File: src/rtl/openram_pkg.sv
// Shared definitions for the OpenRAM test-chip scan loader: default widths,
// input FSM state encoding and command packet field offsets.
package openram_pkg;

  localparam int PKT_W_DEF = 112;
  localparam int OUT_W_DEF = 64;

  typedef enum logic [1:0] {
    ST_IDLE     = 2'd0,
    ST_SHIFT    = 2'd1,
    ST_VALID    = 2'd2,
    ST_WAIT_LOW = 2'd3
  } scan_state_e;

  // Packet layout, MSB first: sram select, then port 0, then port 1.
  localparam int SRAM_SEL_HI  = 111;
  localparam int SRAM_SEL_LO  = 108;
  localparam int P0_ADDR_HI   = 107;
  localparam int P0_ADDR_LO   = 92;
  localparam int P0_DATA_HI   = 91;
  localparam int P0_DATA_LO   = 60;
  localparam int P0_CSB       = 59;
  localparam int P0_WEB       = 58;
  localparam int P0_WMASK_HI  = 57;
  localparam int P0_WMASK_LO  = 54;
  localparam int P1_ADDR_HI   = 53;
  localparam int P1_ADDR_LO   = 38;
  localparam int P1_DATA_HI   = 37;
  localparam int P1_DATA_LO   = 6;
  localparam int P1_CSB       = 5;
  localparam int P1_WEB       = 4;
  localparam int P1_WMASK_HI  = 3;
  localparam int P1_WMASK_LO  = 0;

endpackage

File: src/rtl/openram_scan_out.sv
// Read-result serializer: loads on rd_valid, presents MSB first, one bit per
// cycle for OUT_W cycles. A new rd_valid restarts the shift-out.
module openram_scan_out #(
  parameter int OUT_W = 64
) (
  input  logic             gpio_clk,
  input  logic             reset,
  input  logic [OUT_W-1:0] rd_data,
  input  logic             rd_valid,
  output logic             out_bit,
  output logic             out_active
);

  localparam int CNT_W = $clog2(OUT_W + 1);

  logic [OUT_W-1:0] sreg;
  logic [CNT_W-1:0] remain;

  // Load / shift register with remaining-bit counter; latest rd_valid wins.
  always_ff @(posedge gpio_clk or negedge reset) begin
    if (!reset) begin
      sreg       <= '0;
      remain     <= '0;
      out_active <= 1'b0;
    end else if (rd_valid) begin
      sreg       <= rd_data;
      remain     <= CNT_W'(OUT_W);
      out_active <= 1'b1;
    end else if (out_active) begin
      sreg   <= {sreg[OUT_W-2:0], 1'b0};
      remain <= remain - CNT_W'(1);
      if (remain == CNT_W'(1)) out_active <= 1'b0;
    end
  end

  assign out_bit = sreg[OUT_W-1];

endmodule

File: src/rtl/openram_scan_loader.sv
// Serial command-packet loader for the OpenRAM test chip plus read-result
// serializer. Define SCAN_PARITY_EN to append an even-parity bit to each frame.
module openram_scan_loader
  import openram_pkg::*;
#(
  parameter int PKT_W = PKT_W_DEF,
  parameter int OUT_W = OUT_W_DEF
) (
  input  logic             gpio_clk,
  input  logic             reset,
  input  logic             scan_en,
  input  logic             scan_bit,
  output logic [PKT_W-1:0] pkt_data,
  output logic             pkt_valid,
  input  logic             pkt_ready,
  input  logic [OUT_W-1:0] rd_data,
  input  logic             rd_valid,
  output logic             out_bit,
  output logic             out_active,
  output logic             busy,
  output logic             err,
  output logic [7:0]       pkt_count
);

`ifdef SCAN_PARITY_EN
  localparam int FRAME_W = PKT_W + 1;
`else
  localparam int FRAME_W = PKT_W;
`endif
  // Holds every frame bit except the one arriving on the closing edge.
  localparam int SH_W  = FRAME_W - 1;
  localparam int CNT_W = $clog2(FRAME_W + 1);

  scan_state_e      state, state_nxt;
  logic [SH_W-1:0]  shreg;
  logic [SH_W-1:0]  shift_in;
  logic [CNT_W-1:0] bit_cnt;
  logic [PKT_W-1:0] frame_word;
  logic             frame_ok;
  logic             last_bit;
  logic             take_first, take_bit, load_pkt, frame_err, accept;

  assign shift_in = {shreg[SH_W-2:0], scan_bit};
  assign last_bit = (bit_cnt == CNT_W'(FRAME_W - 1));

`ifdef SCAN_PARITY_EN
  // Closing bit is parity; data is already fully in the shift register.
  assign frame_word = shreg;
  assign frame_ok   = ~(^shreg ^ scan_bit);
`else
  assign frame_word = {shreg, scan_bit};
  assign frame_ok   = 1'b1;
`endif

  // State register.
  always_ff @(posedge gpio_clk or negedge reset) begin
    if (!reset) state <= ST_IDLE;
    else        state <= state_nxt;
  end

  // Next-state and datapath strobes.
  always_comb begin
    state_nxt  = state;
    take_first = 1'b0;
    take_bit   = 1'b0;
    load_pkt   = 1'b0;
    frame_err  = 1'b0;
    accept     = 1'b0;
    case (state)
      ST_IDLE: begin
        if (scan_en) begin
          state_nxt  = ST_SHIFT;
          take_first = 1'b1;
        end
      end
      ST_SHIFT: begin
        if (!scan_en) begin
          state_nxt = ST_IDLE;
          frame_err = 1'b1;
        end else if (last_bit) begin
          if (frame_ok) begin
            state_nxt = ST_VALID;
            load_pkt  = 1'b1;
          end else begin
            state_nxt = ST_IDLE;
            frame_err = 1'b1;
          end
        end else begin
          take_bit = 1'b1;
        end
      end
      ST_VALID: begin
        if (pkt_ready) begin
          accept    = 1'b1;
          state_nxt = scan_en ? ST_WAIT_LOW : ST_IDLE;
        end
      end
      ST_WAIT_LOW: begin
        if (!scan_en) state_nxt = ST_IDLE;
      end
      default: state_nxt = ST_IDLE;
    endcase
  end

  // Frame assembly, packet capture, sticky error and accept counter.
  always_ff @(posedge gpio_clk or negedge reset) begin
    if (!reset) begin
      shreg     <= '0;
      bit_cnt   <= '0;
      pkt_data  <= '0;
      err       <= 1'b0;
      pkt_count <= '0;
    end else begin
      if (take_first) begin
        shreg   <= SH_W'(scan_bit);
        bit_cnt <= CNT_W'(1);
      end else if (take_bit) begin
        shreg   <= shift_in;
        bit_cnt <= bit_cnt + CNT_W'(1);
      end else if (load_pkt || frame_err) begin
        shreg   <= '0;
        bit_cnt <= '0;
      end
      if (load_pkt)  pkt_data  <= frame_word;
      if (frame_err) err       <= 1'b1;
      if (accept)    pkt_count <= pkt_count + 8'd1;
    end
  end

  assign pkt_valid = (state == ST_VALID);
  assign busy      = (state != ST_IDLE);

  openram_scan_out #(.OUT_W(OUT_W)) u_scan_out (
    .gpio_clk   (gpio_clk),
    .reset      (reset),
    .rd_data    (rd_data),
    .rd_valid   (rd_valid),
    .out_bit    (out_bit),
    .out_active (out_active)
  );

endmodule

File: config.mk
export PLATFORM = sky130hd
export DESIGN_NAME = openram_scan_loader
export DESIGN_NICKNAME = d
export VERILOG_FILES = /design/src/rtl/openram_pkg.sv /design/src/rtl/openram_scan_out.sv /design/src/rtl/openram_scan_loader.sv
export SDC_FILE = /design/constraint.sdc
export NUM_CORES = 1
export LEC_CHECK = 0
export ABC_AREA = 1
export BUFFER_PORTS_ARGS = -buffer_cell sky130_fd_sc_hd__buf_4
export CORE_ASPECT_RATIO = 1.1
export CORE_MARGIN = 2
export CORE_UTILIZATION = 56
export CTS_CLUSTER_DIAMETER = 80
export DETAILED_ROUTE_END_ITERATION = 12
export GPL_ROUTABILITY_DRIVEN = 0
export PLACE_DENSITY = 0.9
export SKIP_LAST_GASP = 1
export SLEW_MARGIN = 40
export SYNTH_ARGS = -nofsm -noshare
export SYNTH_HDL_FRONTEND = slang
export SYNTH_HIERARCHICAL = 1
export SYNTH_SLANG_ARGS = --single-unit
File: constraint.sdc
create_clock -name gpio_clk -period 2.25 [get_ports gpio_clk]
set_clock_uncertainty 0.2 [all_clocks]
set_input_delay 0.1125 -clock gpio_clk [delete_from_list [all_inputs] [get_ports gpio_clk]]
set_output_delay 0.1125 -clock gpio_clk [all_outputs]
set_load 0.005 [all_outputs]
### Word level (Yosys, flattened, before mapping)

Cells that the tools add are included.

| storage, ports and cells | value |
|---|---|
| register bits after elaboration | 313 |
| input bits | 70 |
| output and inout bits | 125 |
| logic and storage cells | 59 |

| operators by class | value |
|---|---|
| add/subtract/negate cells | 3 |
| equality and inequality tests | 9 |
| multiplexer cells | 32 |
| reductions and logical operators | 6 |

Operators by type and width:

| operator | number |
|---|---|
| 2-to-1 mux 111 bit | 3 |
| 2-to-1 mux 64 bit | 2 |
| 2-to-1 mux 7 bit | 5 |
| 2-to-1 mux 1 bit | 15 |
| 2-to-1 mux 2 bit | 6 |
| adder 8 x 1 -> 8 bit (second input constant) | 1 |
| case mux 2 bit (4 select lines) | 1 |
| adder 7 x 1 -> 7 bit (second input constant) | 1 |
| equality test 7 x 1 -> 1 bit (second input constant) | 1 |
| equality test 7 bit (second input constant) | 1 |
| subtractor 7 x 1 -> 7 bit (second input constant) | 1 |
| equality test 2 bit (second input constant) | 2 |
| inequality test 2 bit (second input constant) | 2 |
| AND reduction 4 bit | 1 |
| nonzero test 2 bit | 2 |
| inequality test 3 bit (second input constant) | 1 |
| nonzero test 3 bit | 1 |
| equality test 2 x 1 -> 1 bit (second input constant) | 1 |
| logical NOT 2 bit | 1 |
| inequality test 2 x 1 -> 1 bit (second input constant) | 1 |
| logical OR 1 bit | 1 |

### Depth between registers and ports, before layout

| logic depth | value |
|---|---|
| depth in word-level cells | 8 |
| mapped depth | 8 |
| gate-level depth less buffers | 8 |

### Modules after synthesis

Netlist, hierarchy kept.

Modules (own cells, without submodules):

| module | times used | cells each | area an instance (sq um) | sequential area each (sq um) |
|---|---|---|---|---|
| openram_scan_loader | 1 | 859 | 9323.9 | 6030.8 |
| openram_scan_out | 1 | 335 | 3121.7 | 1801.7 |

### Worst setup path before layout

Ideal clock, no wire load.

| timing path | value |
|---|---|
| kind | register -> register |
| from | register bit_cnt[0] |
| to | register pkt_data[82] |
| library setup time | 0.135 ns |
| arrival time | 1.400 ns |
| data required time | 1.915 ns |
| slack | 0.515 ns |
| stages on the path, launching flop included | 9 |
| path buffers | 2 |
| cell sequence | dfrtp_1 -> ha_1 -> nand3_2 -> nor2_4 -> nand2_4 -> buf_6 -> buf_6 -> nand2_1 -> o21ai_0 |

| between the ends | value |
|---|---|
| longest elaborated chain between the ends | 4 |

RTL lines:

| what | RTL line | text |
|---|---|---|
| start, declared | openram_scan_loader.sv:37 | `logic [CNT_W-1:0] bit_cnt;` |
| start signal, assigned | openram_scan_loader.sv:119 | `bit_cnt <= bit_cnt + CNT_W'(1);` |
| equality test 7 bit | openram_scan_loader.sv:44 | `assign last_bit = (bit_cnt == CNT_W'(FRAME_W - 1));` |
| 2-to-1 mux 1 bit | openram_scan_loader.sv:80 | `end else if (last_bit) begin` |
| 2-to-1 mux 1 bit | openram_scan_loader.sv:77 | `if (!scan_en) begin` |
| 2-to-1 mux 1 bit | openram_scan_loader.sv:69 | `case (state)` |
| end signal, assigned | openram_scan_loader.sv:124 | `if (load_pkt) pkt_data <= frame_word;` |
| end, declared | openram_scan_loader.sv:13 | `output logic [PKT_W-1:0] pkt_data,` |

No other way between the ends.
A chain may end at the register's enable or synchronous reset.

### Worst setup path after layout

| timing path | value |
|---|---|
| from | input port rd_valid |
| to | register u_scan_out.sreg[32] |

| between the ends | value |
|---|---|
| longest elaborated chain between the ends | 1 |

RTL lines:

| what | RTL line | text |
|---|---|---|
| start, declared | openram_scan_loader.sv:17 | `input logic rd_valid,` |
| 2-to-1 mux 64 bit / nonzero test 2 bit (equally long branches) | -- |  |
| end signal, assigned | openram_scan_out.sv:26 | `sreg <= rd_data;` |
| end signal, assigned | openram_scan_out.sv:30 | `sreg <= {sreg[OUT_W-2:0], 1'b0};` |
| end, declared | openram_scan_out.sv:16 | `logic [OUT_W-1:0] sreg;` |

Several ways; a longest one is shown, not always the timed one.

==> metrics <==
GRT overflow=0; Post-synth EDFFs=0; CP Class=input port to flop; Yosys cell types=30; clk_lat worst skew=0.55 ns; Gate Count Post-Synth=1194; clock slew at reported path FFs=0.07 ns; overall power=13.33 mW; global-route wire length before repair=53520 um; Final Hold Vio Count=0; wire per inst=18.39 um; H-tree levels=1; reg-to-reg startpoint=u_scan_out/out_active; starting density of the core=0.5666; Final nets=1549; buffers added on ports=194; synthesized area per cell=10.42 sq um; I/O pins=195; critical path launch point type=input port; Syn Nets=1268; layout cell share with drive strength beyond 1=0.2244; die height=160.4 um; final std cell area, no fill=0.01616 sq mm; TritonCTS clock tree=yes; largest net degree at the start of global routing=74; crit path DAT=2.47 ns; Max IR drop VDD=708.5 uV; Largest delay share family, worst path=buffers and inverters; routed vias/inst=5.609; Pre-antenna DRT Iters=6; fmax=456.3 MHz; R2R Path End=u_scan_out/sreg[32]; Int Pwr=9.786 mW; Lkg Pwr=7.696 nW; switching share of power=0.2660; clk sinks=313; Logic pwr share=0.145; Ys Warns=6; Setup Viol. Count Final=0; CTS root buf=clkbuf_16; Psw=3.546 mW; WHS Endpoint=err; # fillers=1382; Longest Clk Path Bufs=3; status=completed; Hold Path Class=input port to flop; Hold Path Origin=scan_en; Worst-Margin Slew=0.7675 ns; Final Max Slew Viols=0; worst hold margin=0.1191 ns; crit end category=flop; R2R cell count=5; crit-path cells=dlygate4sd3_1 > buf_4 > nor2_4 > buf_4 > a22oi_1 > dlygate4sd3_1 > nand2_1; Mapped Area=0.01245 sq mm; Routed met3 length=2774 um; die area=0.02343 sq mm; RSZ-0062 raised after global routing=no; Place WS=0.1522 ns; period utilisation layout=0.9740; number of remaining DRC errors=0; Clk network pwr share=0.400; detailed-route via count=10060; antenna violations before repair=1; Reg power frac=0.455; FP Rows=57; Slew HR=0.4876; Crit path buffers/inverters=4; Final ANT Viol Nets=0; WL met2=16260 um; CORE AREA=0.02197 sq mm; CTS buffer count=31; post-CTS setup buffers=0; Synth Register Bits=313; DR top layer=met4; die width=146.1 um; Slowest-stage cell, CP=dlygate4sd3_1; post-route minimum period=2.192 ns; Layout area overhead=29.88%; hold path cells=3; Placed Area=0.01414 sq mm; Reg2Reg Setup Slack=0.08 ns; Final Worst Setup Slack=0.05843 ns; CP max stage delay=0.64 ns; Max Fanout on Critical Path=30; met1 WL=12600 um; sequential area share after synthesis=0.6293; asr flop ratio synth=1.000; DR iter-0 viols=823; TNS Setup=0 ns; Primary FF master, synth=dfrtp_1; vias in the first global route=10320; post-DP HPWL=17690 um; pwr dens=824.8 mW/mm^2; Routed WL=32970 um; WP data required=2.53 ns; Max-Cap Viols=0; Global Route Usage Sum=0.2798
-- area by class of cell --
class                   instances  area [sq um]  area share
clock buffers                  46         872.1     0.05395
multi-input cells             648          3518      0.2177
well taps                     295         369.1     0.02283
repair buffers                316          2773      0.1715
flip-flops and latches        313          7833      0.4846
inverters                     165         619.3     0.03832
clock inverters                 9         177.7     0.01099
diodes                          1         2.502   0.0001548
-- worst max path at each step --
stage               cells after the start             endpoint  slack, ns       start
CTS                                     7         pkt_data[42]       0.12  bit_cnt[0]
detailed placement                      7         pkt_data[42]       0.15  bit_cnt[0]
finish                                  7  u_scan_out/sreg[32]       0.06    rd_valid
floorplan                               8         pkt_data[82]       0.52  bit_cnt[0]
global placement                        7         pkt_data[51]       0.28  bit_cnt[0]
global route                            7         pkt_data[46]       0.03  bit_cnt[0]
-- per-stage QoR --
stage | utilization | cells
after detailed placement | 0.6437 | 1640
after CTS | 0.7356 | 1792
after floorplan | - | 1194
after global placement | 0.6437 | 1640
after global routing | 0.7359 | 1793
final | 0.7359 | 1793
-- Yosys cell counts (9+ instances only) --
master,count,area [sq um]
nand3_1,26,130.1
o21ai_0,29,145.1
a22oi_1,43,322.8
dfrtp_1,313,7833
nor2_1,16,60.06
buf_6,22,247.7
clkbuf_1,9,33.78
buf_4,14,105.1
o22ai_1,112,700.7
o21ai_1,34,170.2
o221ai_1,14,122.6
o21ai_2,61,534.3
nand2_1,284,1066
inv_1,161,604.3
buf_2,22,110.1
-- power by group through the flow --
stage          Sequential [mW]  Combinational (mW)  Clock, mW
3_3_place_gp              6.11                1.67          0
3_5_place_dp              6.12                1.70          0
4_1_cts                   6.02                1.86       5.41
5_1_grt                   6.08                2.12       5.67
2_1_floorplan             6.08                1.13          0
6_report                  6.06                1.93       5.34
-- what timing repair did --
item / 4_1_cts / 5_1_grt
endpoints found under the setup margin: 0 / 9
hold buffers: 97 / 0
gates resized for setup: 0 / 1
hold endpoints to repair: 396 / 0
-- cell usage in the layout (no fill, tap or decap), drive strengths merged, types with 3 or more instances in the layout --
cell,Yosys,layout
a21oi,3,3
a22oi,43,43
buf,58,219
bufinv,0,5
clkbuf,10,46
clkinv,0,3
dfrtp,313,313
dlygate4sd3,0,97
ha,4,4
inv,165,166
nand2,286,286
nand3,27,27
nand4,6,6
nor2,19,19
o211ai,4,4
o21ai,124,124
o221ai,14,14
o22ai,112,112
-- sequential cells by signal, indices dropped and copies added (netlist names) --
name / count
pkt_data: 112
u_scan_out/out_active: 1
shreg: 111
state: 2
u_scan_out/sreg: 64
pkt_count: 8
bit_cnt: 7
u_scan_out/remain: 7
err: 1
-- cell families after synthesis --
family,share of synthesized area
compound gates,0.1646
xor+xnor,0.002112
fa+ha+maj,0.004021
buf+inv,0.09008
flops,0.6293
simple gates,0.1099
-- metal layers --
| metal | vias up | GRT usage |
|---|---|---|
| met5 | - | 0 |
| li1 | 4503 | - |
| met1 | 4937 | 0.3528 |
| met2 | 503 | 0.4751 |
| met4 | 0 | 0.1077 |
| met3 | 114 | 0.06449 |
-- tightest hold or removal path, stage by stage --
cell and delay (ns):
dlygate4sd3_1 0.52, buf_4 0.12, o21bai_1 0.07
No activity file was read; power rests on OpenSTA's default activity.
